[src/rtl/return_addr_stack_pkg.sv]
// Shared front-end typedefs: predecode control-flow classes produced per
// fetched instruction and consumed by the predecoder and the return stack.
package return_addr_stack_pkg;

    typedef enum logic [3:0] {
        PD_NONE = 4'd0,
        PD_BR   = 4'd1,
        PD_RET  = 4'd2,
        PD_J    = 4'd3,
        PD_JR   = 4'd4,
        PD_JAL  = 4'd5,
        PD_JALR = 4'd6
    } jump_t;

endpackage

[src/rtl/return_addr_stack.sv]
// Return address stack: pushes pc+4 on calls, predicts the target of returns in
// the same cycle, and exports a tos/count checkpoint the backend can restore.
module return_addr_stack
    import return_addr_stack_pkg::*;
#(
    parameter int LG_N = 3,
    parameter int XLEN = 64
) (
    input  logic            clk,
    input  logic            reset,
    input  logic            fetch_valid,
    input  logic [3:0]      fetch_pd,
    input  logic [XLEN-1:0] fetch_pc,
    output logic [XLEN-1:0] ras_tgt,
    output logic            ras_tgt_valid,
    output logic [LG_N-1:0] ckpt_tos,
    output logic [LG_N:0]   ckpt_count,
    input  logic            restore,
    input  logic [LG_N-1:0] restore_tos,
    input  logic [LG_N:0]   restore_count
);

    localparam int N = 1 << LG_N;
    localparam logic [LG_N:0] N_CNT = (LG_N+1)'(N);

    logic [XLEN-1:0] mem [N];
    logic [LG_N-1:0] tos_reg, tos_next;
    logic [LG_N:0]   count_reg, count_next;
    logic            is_call, is_ret, write_en;
    logic [LG_N-1:0] write_addr;

    assign is_call    = fetch_valid && (fetch_pd == PD_JAL || fetch_pd == PD_JALR);
    assign is_ret     = fetch_valid && (fetch_pd == PD_RET);
    assign write_addr = tos_reg + LG_N'(1);

    always_comb begin
        tos_next   = tos_reg;
        count_next = count_reg;
        write_en   = 1'b0;
        if (restore) begin
            tos_next   = restore_tos;
            count_next = (restore_count > N_CNT) ? N_CNT : restore_count;
        end else if (is_call) begin
            // A full stack wraps onto the oldest entry; occupancy saturates.
            write_en   = 1'b1;
            tos_next   = write_addr;
            count_next = (count_reg == N_CNT) ? count_reg : count_reg + (LG_N+1)'(1);
        end else if (is_ret && count_reg != '0) begin
            tos_next   = tos_reg - LG_N'(1);
            count_next = count_reg - (LG_N+1)'(1);
        end
    end

    always_ff @(posedge clk) begin
        if (reset) begin
            tos_reg   <= '0;
            count_reg <= '0;
        end else begin
            tos_reg   <= tos_next;
            count_reg <= count_next;
        end
    end

    // Storage is never cleared; count alone qualifies entries.
    always_ff @(posedge clk) begin
        if (!reset && write_en) begin
            mem[write_addr] <= fetch_pc + XLEN'(4);
        end
    end

    assign ras_tgt       = mem[tos_reg];
    assign ras_tgt_valid = is_ret && (count_reg != '0) && !restore;
    assign ckpt_tos      = tos_reg;
    assign ckpt_count    = count_reg;

    restore_count_legal: assert property (
        @(posedge clk) disable iff (reset) restore |-> (restore_count <= N_CNT)
    ) else $error("restore_count %0d exceeds stack depth %0d", restore_count, N);

endmodule

[config.mk]
export PLATFORM = sky130hd
export DESIGN_NAME = return_addr_stack
export DESIGN_NICKNAME = d
export VERILOG_FILES = /design/src/rtl/return_addr_stack_pkg.sv /design/src/rtl/return_addr_stack.sv
export SDC_FILE = /design/constraint.sdc
export NUM_CORES = 1
export LEC_CHECK = 0
export CAP_MARGIN = 5
export CORE_MARGIN = 1
export CORE_UTILIZATION = 57
export CTS_BUF_LIST = sky130_fd_sc_hd__clkbuf_2
export CTS_CLUSTER_DIAMETER = 50
export DETAILED_ROUTE_END_ITERATION = 10
export PLACE_DENSITY_LB_ADDON = 0.12
export SLEW_MARGIN = 25
export SYNTH_ARGS = -nofsm -noshare
export SYNTH_HDL_FRONTEND = slang
export SYNTH_SLANG_ARGS = --single-unit
[constraint.sdc]
create_clock -name clk -period 8.1 [get_ports clk]
set_input_delay 0.81 -clock clk [delete_from_list [all_inputs] [get_ports clk]]
set_output_delay 0.81 -clock clk [all_outputs]
set_load 0.01 [all_outputs]
==> results of run 1 <==
[flip-flops by register name, summed over array words and instances, names as in the netlist, named ones only]
signal      count
ckpt_tos        3
ckpt_count      4
mem           512
[power by group through the flow]
| stage | Clock, mW | Sequential, mW | Combinational, mW |
|---|---|---|---|
| 6_report | 1.64 | 2.99 | 0.409 |
| 5_1_grt | 1.82 | 2.99 | 0.439 |
| 4_1_cts | 1.70 | 2.99 | 0.413 |
| 3_5_place_dp | 0 | 3.05 | 0.411 |
| 3_3_place_gp | 0 | 3.05 | 0.406 |
| 2_1_floorplan | 0 | 3.04 | 0.239 |
[cells in the final DEF (no fill, tap or decap), drive strengths merged, types with 2 or more instances in the layout]
master         instances
ha                     5
and3                   6
nor3                  17
nor2                  34
o22ai                  3
clkdlybuf4s50        150
or2                    3
clkbuf               175
edfxtp               512
buf                   20
nand4                 22
and2                   2
nand3                 29
xor2                  27
mux2                  64
o21ai                  4
nor4                   5
a31oi                  3
nand2b                 3
nand2                 27
mux2i                  2
dfxtp                 10
inv                   22
clkinv                31
mux4                 128
xnor2                 38
bufinv                 2
or3                    2
a21oi                  3
[layer usage]
| metal | share of wire (%) | global-route usage, % | vias up | wire length (um) |
|---|---|---|---|---|
| li1 | - | - | 4796 | - |
| met1 | 42 | 31.7 | 5585 | 18000 |
| met2 | 51 | 38.9 | 356 | 21700 |
| met3 | 6.1 | 4.95 | 43 | 2600 |
| met4 | 1.3 | 8.38 | 0 | 556 |
| met5 | 0 | 0 | - | 0 |
[worst paths after layout]
path                               from                          to  slack, ns  cells past startpoint
max reg2reg    ckpt_tos[0]$_SDFFE_PP0N_        mem[0][57]$_DFFE_PP_       5.12                      5
max                            register                  ras_tgt[3]       2.90                      5
min reg2reg  ckpt_count[2]$_SDFFE_PP0P_  ckpt_count[2]$_SDFFE_PP0P_       0.63                      2
min                      restore_tos[1]                    register       0.43                      3
[kinds of logic after synthesis]
logic type / count (synthesis) / share of synthesized area, %
xor+xnor: 65 / 2.73
simple gates: 159 / 4.32
fa+ha+maj: 6 / 0.391
buf+inv: 54 / 1.08
flops: 522 / 73.7
compound gates: 20 / 0.616
mux: 194 / 17.1
[Yosys cell counts, drive strengths merged, types with 4 or more instances]
cell type and instances:
and3 6, buf 17, clkbuf 24, dfxtp 10, edfxtp 512, ha 5, inv 13, mux2 64
mux4 128, nand2 27, nand3 29, nand4 22, nor2 34, nor3 17, nor4 5, o21ai 4
xnor2 38, xor2 27
[tightest hold or removal path: stages]
cell and delay (ns):
clkdlybuf4s50_1 0.39, inv_1 0.05, a221oi_1 0.08
[area by class of cell]
class	count	share of cell area, %
flip-flops and latches	522	63.9
multi-input cells	444	22.1
repair buffers	170	6.87
clock buffers	175	3.59
well taps	468	2.40
clock inverters	43	0.919
inverters	13	0.200
diodes	1	0.0103
[metrics by stage]
step                area (um^2)  worst slack (ns)  total power, mW  util [%]
CTS                       24400              2.72             5.10      66.7
global route              24400              2.63             5.25      66.7
finish                    24400              2.90             5.04      66.7
global placement          23200              3.82             3.46      63.6
detailed placement        23300              3.72             3.46      63.7
floorplan                 21100              1.68             3.28         -
==> flow_summary_export.csv, run 1 <==
group,metric,value,unit
floorplan,die_w,195,um
placement,io_buffers,150,
critical_path,cp_slowest_cell,"buf_4",
run,max-cap-violations,0,
logic_synthesis,synth_area_leaders,"edfxtp_1, mux4_2, mux2_2",
cts,cts.sinks,522,
sta,tightest_slew,0.982,ns
grt,grt_pass1_vias,11700,
cts,cts-root-buf,"clkbuf_2",
cts,cts_resized,0,
sta,slew_viol_final,0,
power_and_ir_drop,p_switching,1.20,mW
sta,finalSetupTns,0,ns
logic_synthesis,synthFlopType,"edfxtp_1",
grt,overflow,0,
grt,grt_max_degree,61,
logic_synthesis,synth_cells,1020,
route,dr_total_vias,10800,
floorplan,initial_utilization,57.9,%
logic_synthesis,synth_nets,1105,
route,wl_per_cell,23.4,um
min_path,hp-class,"in -> reg",
power_and_ir_drop,p_int,3.84,mW
logic_synthesis,syn_area,21100,um^2
critical_path,arrival,4.39,ns
cts,htreeDepth,4,
route,ant_nets,0,
power_and_ir_drop,p_leak,7.82,nW
sta,slew_headroom,34.0,%
cts,clkLatencyLatePin,1.00,ns
route,totalWireLength,42.9,mm
power_and_ir_drop,comb_power_share,8.1,%
power_and_ir_drop,power_density,207,nW/um^2
logic_synthesis,seq_area_frac_synth,73.7,%
cells_and_area,multiInputGateArea,5380,um^2
floorplan,design.core.area,36500,um^2
critical_path,path_class,"reg -> out",
cts,clockBufferDepth,3,
critical_path,crit_buf_inv,3,
power_and_ir_drop,netSwitchingFraction,23.8,%
cts,cts_setup_buffers,0,
placement,hpwl,23.9,mm
logic_synthesis,synth_warnings,0,
placement,place_congestion,0.814,
sta,max_freq,192,MHz
sta,fin_worst_skew,0.0310,ns
power_and_ir_drop,power_frac_clock,32.6,%
logic_synthesis,synth_top_cell_area_share,72.8,%
cts,hold_buffers,0,
cts,cts_tree,"done",
cells_and_area,final_layout_size_suffix_gt1_share,31.6,%
power_and_ir_drop,vdd_drop_max,0.000132,V
cells_and_area,fin_cells,1836,
logic_synthesis,yosysTopAreaCell,"edfxtp_1",
logic_synthesis,avgSynthCellArea,20.7,um^2
route,vias_per_cell,5.87,
route,drtIter0Drc,658,
critical_path,max_stage_delay,0.75,ns
sta,fin_crit,5.20,ns
critical_path,crit_family,"buffers and inverters",
logic_synthesis,synth_cell_type_count,56,
cts,clk_pin_slew_worst_paths,0.08,ns
logic_synthesis,ys_seq_elements,522,
cells_and_area,layout.nets,1367,
critical_path,cp-end-kind,"primary output",
cells_and_area,syn_to_final_growth,15.4,%
grt,grt_first_pass_wirelength,66.0,mm
sta,min_period_over_period,64.2,%
logic_synthesis,synthArstFlopShare,0,%
floorplan,dieArea,37800,um^2
route,drc_errors,0,
grt,grt_use_total,23.7,%
critical_path,cp_common_cell,"buf_4",
sta,rsz0062_at_grt,"no",
logic_synthesis,synth_edf_count,512,
sta,setup_violations,0,
critical_path,cp_cell_sequence,"buf_4 -> buf_4 -> mux4_2 -> mux2_2 -> clkdlybuf4s50_1",
floorplan,ios,151,
outcome,status,"completed",
grt,antenna_found_initial,2,
critical_path,cp.required,7.29,ns
critical_path,cp-start-kind,"register",
sta,fin_worst_hold_slack,0.426,ns
power_and_ir_drop,p_seq_share,59.3,%
floorplan,rows,70,
critical_path,crit_fanout,54,
cells_and_area,fillers,2492,
cells_and_area,ff_latch_area,15600,um^2
placement,dp.cells,1616,
cts,cts_buffers,131,
route,dr.pass1.iters,5,
sta,timing.final.hold_violations,0,
floorplan,die_height,195,um
Power figures use the tool's default switching activity.
==> run 2: changes to the inputs <==
--- a/config.mk
+++ b/config.mk
@@ -7,7 +7,7 @@
 export LEC_CHECK = 0
 export CAP_MARGIN = 5
 export CORE_MARGIN = 1
-export CORE_UTILIZATION = 57
+export CORE_UTILIZATION = 55
 export CTS_BUF_LIST = sky130_fd_sc_hd__clkbuf_2
 export CTS_CLUSTER_DIAMETER = 50
 export DETAILED_ROUTE_END_ITERATION = 10
==> constraint.sdc (replaced) <==
create_clock -name clk -period 4.6 [get_ports clk]
set_input_delay 0.46 -clock clk [delete_from_list [all_inputs] [get_ports clk]]
set_output_delay 0.46 -clock clk [all_outputs]
set_load 0.01 [all_outputs]
==> flow_summary_export.csv, run 2 (same netlist as run 1, synthesis figures left out) <==
group,metric,value,unit
outcome,status,"completed",
cts,cts_buffers,131,
cells_and_area,fillers,2637,
floorplan,design.core.area,37800,um^2
min_path,hold_path_end,"ckpt_count[3]$_SDFFE_PP0P_",
power_and_ir_drop,power_density,370,nW/um^2
floorplan,dieArea,39200,um^2
floorplan,ios,151,
cts,cts.sinks,522,
power_and_ir_drop,p_int,7.03,mW
route,ant_nets,0,
cts,cts-root-buf,"clkbuf_2",
sta,final.setup.worst_slack,0.700,ns
cts,htreeDepth,4,
placement,hpwl,24.6,mm
floorplan,initial_utilization,56.0,%
route,dr_total_vias,10800,
route,vias_per_cell,5.72,
cts,cts_tree,"done",
cells_and_area,largest_reg_flops,512,
placement,dp.cells,1666,
sta,tightest_slew,0.767,ns
placement,place_ws,0.907,ns
floorplan,rows,71,
sta,rsz0062_at_grt,"no",
critical_path,reg2regPathDepth,5,
run,max-cap-violations,0,
cts,cts_setup_buffers,0,
grt,grt_first_pass_wirelength,65.6,mm
grt,overflow,0,
cells_and_area,final_layout_size_suffix_gt1_share,32.2,%
critical_path,path_class,"reg -> out",
cells_and_area,layout.nets,1378,
cells_and_area,fin_util,65.6,%
cts,clockBufferDepth,3,
cells_and_area,design_area,24800,um^2
cells_and_area,syn_to_final_growth,17.2,%
cells_and_area,layout_common_cells,"edfxtp_1, clkbuf_2, clkdlybuf4s50_1",
sta,slew_viol_final,0,
route,wl_per_cell,23.0,um
floorplan,die_w,198,um
min_path,holdCritStartpoint,"restore_count[3]",
sta,timing.final.hold_violations,0,
power_and_ir_drop,vdd_drop_max,0.000174,V
cells_and_area,regMostFlops,"mem",
power_and_ir_drop,power.total,9.16,mW
floorplan,die_height,198,um
min_path,hp-class,"in -> reg",
route,drtIter0Drc,717,
grt,antenna_found_initial,1,
route,dr.pass1.iters,5,
sta,setup_violations,0,
cts,clk_pin_slew_worst_paths,0.09,ns
min_path,whs_path_depth,3,
power_and_ir_drop,power_frac_clock,34.5,%
cells_and_area,fin_cells,1896,
critical_path,reg2reg_slack,1.97,ns
sta,fin_crit,3.90,ns
sta,min_period_over_period,84.8,%
cts,clkLatencyLatePin,1.00,ns
critical_path,arrival,3.44,ns
placement,place_area,23500,um^2
critical_path,cp-start-kind,"register",
route,drc_errors,0,
sta,max_freq,256,MHz
cells_and_area,final_common_cell,"edfxtp_1",
sta,slew_headroom,48.5,%
critical_path,crit_fanout,45,
critical_path,cp-end-kind,"primary output",
power_and_ir_drop,comb_power_share,8.0,%
critical_path,cp.required,4.14,ns
power_and_ir_drop,p_seq_share,57.5,%
placement,place_congestion,0.798,
sta,finalSetupTns,0,ns
placement,io_buffers,150,
critical_path,r2r_end,"mem[6][55]$_DFFE_PP_",
power_and_ir_drop,netSwitchingFraction,23.3,%
grt,grt_use_total,23.3,%
grt,grt_max_degree,65,
critical_path,worstReg2RegStart,"ckpt_tos[0]$_SDFFE_PP0N_",
power_and_ir_drop,p_leak,7.96,nW
route,totalWireLength,43.6,mm
power_and_ir_drop,p_switching,2.13,mW
sta,fin_worst_hold_slack,0.138,ns
sta,fin_worst_skew,0.0615,ns
grt,grt_pass1_vias,11600,
-- run 2: cell count changes in the layout (fill, tap and decap cells not counted), sizes merged --
cell	before	now
buf	20	26
bufinv	2	6
clkbuf	175	181
clkinv	31	29
clkinvlp	1	0
dlygate4sd3	0	5
inv	22	21
-- run 2: final cells by class --
class | instances | area (um^2) | share of cell area (%)
repair buffers | 181 | 1870 | 7.56
clock inverters | 43 | 324 | 1.31
clock buffers | 181 | 906 | 3.66
diodes | 1 | 2.50 | 0.0101
inverters | 13 | 48.8 | 0.197
multi-input cells | 444 | 5390 | 21.8
well taps | 511 | 639 | 2.58
flip-flops and latches | 522 | 15600 | 62.9
-- run 2: worst max-delay path by stage --
stage | start | endpoint
final | register | ras_tgt[23]
after global routing | register | ras_tgt[46]
after CTS | register | ras_tgt[15]
after detailed placement | fetch_pc[19] | mem[5][63]$_DFFE_PP_
after global placement | fetch_pc[19] | mem[4][63]$_DFFE_PP_
after floorplan | fetch_pd[3] | mem[5][0]$_DFFE_PP_
-- run 2: power by group through the flow --
| stage | Clock (mW) | Sequential (mW) | Combinational [mW] |
|---|---|---|---|
| after floorplan | 0 | 5.35 | 0.422 |
| after global placement | 0 | 5.38 | 0.731 |
| after detailed placement | 0 | 5.38 | 0.737 |
| after CTS | 3.25 | 5.27 | 0.744 |
| after global routing | 3.48 | 5.27 | 0.784 |
| final | 3.16 | 5.27 | 0.732 |
-- run 2: layer usage --
metal  global-route usage [%]  wire length [um]
met2                     38.6             22100
met5                        0                 0
met1                     30.9             18600
met4                     7.26               529
met3                     5.26              2400
-- run 2: worst max-delay path: stages, from the launching register on --
cell and delay, ns:
dfxtp_4 0.67, buf_12 0.40, mux4_2 0.56, mux2_2 0.30, clkdlybuf4s50_1 0.49
-- run 2: repair_timing --
item,4_1_cts,5_1_grt
gates resized for setup,0,0
endpoints found under the hold margin,7,0
hold buffers,5,0
==> run 3: changes to the inputs <==
==> constraint.sdc (replaced) <==
create_clock -name clk -period 3.5 [get_ports clk]
set_input_delay 0.35 -clock clk [delete_from_list [all_inputs] [get_ports clk]]
set_output_delay 0.35 -clock clk [all_outputs]
set_load 0.01 [all_outputs]
==> flow_summary_export.csv, run 3 (same netlist as run 1, synthesis figures left out) <==
group,metric,value,unit
cts,cts.sinks,522,
critical_path,crit_fanout,11,
critical_path,arrival,3.01,ns
sta,max_freq,297,MHz
floorplan,ios,151,
grt,overflow,0,
critical_path,reg2reg_slack,1.04,ns
power_and_ir_drop,power_density,471,nW/um^2
power_and_ir_drop,vdd_drop_max,0.000235,V
grt,grt_pass1_vias,11600,
route,dr.pass1.iters,5,
cells_and_area,largest_reg_flops,512,
sta,slew_viol_final,0,
critical_path,worstReg2RegStart,"ckpt_tos[0]$_SDFFE_PP0N_",
cells_and_area,regMostFlops,"mem",
cells_and_area,syn_to_final_growth,19.5,%
grt,grt_use_total,23.6,%
cells_and_area,fin_cells,1930,
floorplan,initial_utilization,56.0,%
power_and_ir_drop,power.total,11.9,mW
sta,slew_headroom,48.9,%
cts,clockBufferDepth,3,
critical_path,reg2regPathDepth,5,
route,ant_nets,0,
route,wl_per_cell,23.3,um
critical_path,path_class,"reg -> out",
min_path,hp-class,"in -> reg",
critical_path,r2r_end,"mem[7][19]$_DFFE_PP_",
cts,cts_buffers,131,
cts,htreeDepth,4,
critical_path,max_stage_delay,0.51,ns
route,drtIter0Drc,719,
cells_and_area,layout_common_cells,"edfxtp_1, clkbuf_2, mux4_2",
cts,clk_pin_slew_worst_paths,0.10,ns
critical_path,cp_cell_sequence,"buf_12 -> buf_16 -> mux4_2 -> mux2_2 -> clkdlybuf4s50_1",
sta,fin_worst_skew,0.0935,ns
placement,place_area,23700,um^2
route,drc_errors,0,
sta,setup_violations,0,
critical_path,cp-start-kind,"register",
critical_path,cp-end-kind,"primary output",
sta,fin_crit,3.36,ns
grt,antenna_found_initial,1,
critical_path,cp.required,3.15,ns
run,max-cap-violations,0,
grt,grt_first_pass_wirelength,66.3,mm
critical_path,setup.worst_path.end,"ras_tgt[33]",
floorplan,die_height,198,um
placement,dp.cells,1677,
placement,io_buffers,150,
floorplan,rows,71,
sta,tightest_slew,0.761,ns
placement,hpwl,25.1,mm
grt,grt_max_degree,53,
floorplan,dieArea,39200,um^2
placement,place_congestion,0.800,
sta,timing.final.hold_violations,0,
critical_path,cp_slowest_cell,"mux4_2",
floorplan,die_w,198,um
cts,cts_tree,"done",
route,dr_total_vias,11100,
cells_and_area,design_area,25200,um^2
sta,fin_worst_hold_slack,0.132,ns
cts,cts-root-buf,"clkbuf_2",
cts,clkLatencyLatePin,1.04,ns
cells_and_area,final_common_cell,"edfxtp_1",
route,totalWireLength,44.9,mm
power_and_ir_drop,p_leak,8.26,nW
floorplan,design.core.area,37800,um^2
route,vias_per_cell,5.73,
sta,min_period_over_period,96.0,%
cells_and_area,layout.nets,1416,
cells_and_area,final_layout_size_suffix_gt1_share,33.9,%
outcome,status,"completed",
-- run 3: cell types whose count changed in the layout (fill, tap and decap cells not counted), sizes merged --
cell,delta
clkdlybuf4s50,-29
dlygate4sd2,+28
buf,+27
clkbuf,+12
clkinv,-10
dlygate4sd3,+7
bufinv,-3
clkinvlp,+1
dlymetal6s2s,+1
-- run 3: final cells by class --
| type | instances | area, um^2 |
|---|---|---|
| repair buffers | 219 | 2420 |
| fillers | 2619 | 12500 |
| flip-flops and latches | 522 | 15600 |
| multi-input cells | 444 | 5400 |
| well taps | 511 | 639 |
| clock inverters | 31 | 201 |
| clock buffers | 189 | 946 |
| diodes | 1 | 2.50 |
| inverters | 13 | 48.8 |
-- run 3: worst max-delay path: cells and delay by family, from the launching register on --
kind	cells	cell delay, ns
buffers and inverters	3	0.85
DFF	1	0.37
muxes	2	0.83
-- run 3: routing by layer --
layer | GRT usage [%] | routed length [um] | up-vias
li1 | - | - | 4917
met1 | 31.3 | 19300 | 5731
met2 | 38.2 | 22200 | 358
met3 | 5.37 | 2530 | 62
met4 | 9.22 | 807 | 0
met5 | 0 | 0 | -
-- run 3: metrics by stage --
| stage | utilization (%) | TNS (ns) | setup WS [ns] |
|---|---|---|---|
| finish | 66.9 | 0 | 0.139 |
| detailed placement | 62.7 | 0 | 0.234 |
| global route | 66.9 | -0.00597 | -0.00597 |
| global placement | 62.7 | 0 | 0.340 |
| floorplan | - | -349.92 | -0.866 |
| CTS | 66.3 | -0.430 | -0.0900 |
-- run 3: timing repair --
action / 4_1_cts / 5_1_grt
cloned: 2 / 4
resized for setup: 37 / 8
endpoints found under the setup margin: 60 / 16
endpoints found under the hold margin: 26 / 0
setup buffers: 5 / 10
hold buffers: 12 / 0
-- run 3: report_power, final --
group	switching, mW	leakage [nW]	total (mW)	internal (mW)
sequential	0.0286	4.69	6.90	6.87
combinational	0.492	2.68	1.05	0.563
clock	2.28	0.896	3.93	1.66
-- run 3: worst min-delay path by stage --
stage                        startpoint                  endpoint  slack [ns]  cells after the start
2_1_floorplan               fetch_pc[0]       mem[0][0]$_DFFE_PP_        0.45                      0
3_3_place_gp   ckpt_tos[1]$_SDFFE_PP0N_                  register        0.63                      2
3_5_place_dp   ckpt_tos[1]$_SDFFE_PP0N_                  register        0.64                      2
4_1_cts                         restore  ckpt_tos[0]$_SDFFE_PP0N_       0.009                      4
5_1_grt                         restore  ckpt_tos[0]$_SDFFE_PP0N_        0.03                      4
6_report                        restore  ckpt_tos[0]$_SDFFE_PP0N_        0.13                      4
==> RTL edit (flow settings as in run 3) <==
Compare `count_reg` against `N_CNT` with >= in place of ==.
--- a/src/rtl/return_addr_stack.sv
+++ b/src/rtl/return_addr_stack.sv
@@ -46,3 +46,3 @@
             tos_next   = write_addr;
-            count_next = (count_reg == N_CNT) ? count_reg : count_reg + (LG_N+1)'(1);
+            count_next = (count_reg >= N_CNT) ? count_reg : count_reg + (LG_N+1)'(1);
         end else if (is_ret && count_reg != '0) begin
Formal check against the unedited RTL: same outputs for any inputs over 4 cycles, from zero or initial values and one cycle with reset high; that may be too few to reach the edited logic, so the function may still have changed.
==> RTL edit against run 3 <==
  * Non-clock buffer count up 8
  * Sequential share of layout area shrank 0.28 points
  * Cell area is 0.45% higher
  * Worst setup slack improved by 0.0035 ns
  * Largest cell class unchanged
  * Die area hardly changed
  * Wire length increased by 0.69%
  * Via count up 0.53%
  * Total power is 1.5% lower
  * Sequential cell count stayed put
  * Synthesized area hardly changed
==> RTL edit: results (changes against run 3) <==
* Leak at 8.46 nW (was 8.26 nW)
* GR Layer Usage met1 at 0.314 (was 0.313)
* Status: completed (unchanged)
* Synth Area in Adders at 0.00391 (about the same)
* First-pass GRT wire length at 67,100 um (was 66,300 um)
* Gp weighted congestion at 0.772 (was 0.800)
* Worst vdd rail ir drop at 0.271 mV (was 0.235 mV)
* Largest cells by area after synthesis: edfxtp_1 (73%), mux4_2 (14%), mux2_2 (3.4%) (unchanged)
* Share of layout cells above drive strength 1 at 0.331 (was 0.339)
* Post-synth top cells: edfxtp_1 (512), mux4_2 (128), mux2_2 (64), xnor2_1 (37), xor2_1 (30) (was edfxtp_1 (512), mux4_2 (128), mux2_2 (64), xnor2_1 (38), nor2_1 (34))
* Number of global-route vias before repair at 11,700 (was 11,600)
* Final Skew at 0.0563 ns (was 0.0935 ns)
* GRT Resource Usage Total at 0.239 (was 0.236)
* DR vias at 11,100 (about the same)
* Routed wl met3 at 3320 um (was 2530 um)
* CP arrival at 3.01 ns (about the same)
* HPWL Detailed at 25,500 um (was 25,100 um)
* Pre-CTS WS at 0.175 ns (was 0.234 ns)
* GRT met3 Usage at 0.0559 (was 0.0537)
* Max FFs per register at 512 (unchanged)
* Min cycle time layout at 3.36 ns (about the same)
* Worst Tran Pin Value at 0.662 ns (was 0.761 ns)
* Mean routed wirelength per cell at 23.4 um (was 23.3 um)
* Grt met2 use at 0.397 (was 0.382)
* Detailed Route Iter0 Violations at 690 (was 719)
* Largest net degree at the start of global routing at 65 (was 53)
* Post-synthesis mux area share at 0.171 (about the same)
* Crit path to: ras_tgt[6] (was ras_tgt[33])
* Crit-path max FO at 12 (was 11)
* Compound-cell area share of the yosys netlist at 0.00574 (was 0.00616)
* Met2 wire length at 22,800 um (was 22,200 um)
* TritonCTS buffer count at 130 (was 131)
* Post-layout nets at 1,425 (was 1,416)
* Register area share after synthesis at 0.737 (about the same)
* Post-Synth XOR/XNOR Area at 0.0278 (was 0.0273)
* R2R setup slack at 1.10 ns (was 1.04 ns)
* Cell Area, Placed at 0.0238 mm2 (was 0.0237 mm2)
* Clk Latency, worst-skew pair at 1.01 ns (was 1.04 ns)
* Worst R2R End: mem[7][23] (was mem[7][19])
## RTL edit: changes by cell type after synthesis, sizes merged, moves of 2 or more
cell,run 3,this run
nand2,27,29
nor2,34,24
a31oi,3,0
o21ai,4,2
nor2b,0,2
a21oi,3,5
nor4,5,12
nor3,17,19
or2,3,0
nand3,29,31
clkbuf,24,22
nand4,22,18
xor2,27,30
and3,6,14
## RTL edit: cells by family after synthesis
group,Yosys count
AND/OR/NAND/NOR,160
adder cells (fa/ha/maj),6
multiplexers,194
flip-flops,522
XOR/XNOR,67
AO/OA/AOI/OAI,18
buffers and inverters,53
## RTL edit: worst min path at each step
stage | end | slack [ns] | depth (start not counted)
final | ckpt_count[3] | 0.16 | 3
after global routing | mem[4][2] | 0.09 | 2
after CTS | ckpt_count[3] | 0.007 | 3
after detailed placement | ckpt_count[2] | 0.57 | 2
after global placement | ckpt_count[2] | 0.57 | 2
after floorplan | ckpt_count[1] | 0.42 | 1
## RTL edit: repair_timing
action	4_1_cts	5_1_grt
hold buffers	12	0
hold endpoints to repair	26	0
cloned	2	2
endpoints found under the setup margin	64	34
setup buffers	14	11
gates resized for setup	39	25
## RTL edit: where the power goes
| group | leakage (nW) | switching (mW) | total, mW | internal, mW |
|---|---|---|---|---|
| Sequential | 4.69 | 0.0295 | 6.90 | 6.87 |
| Clock | 0.827 | 2.24 | 3.73 | 1.49 |
| Combinational | 2.95 | 0.503 | 1.08 | 0.581 |
## RTL edit: layout make-up
class                      count  area [um2]
fill                        2634       12400
inverter                      14        52.6
clock buffer                 175         876
timing repair buffer         227        2590
sequential                   522       15600
clock inverter                35         194
tap                          511         639
multi-input combinational    445        5420
antenna                        1        2.50
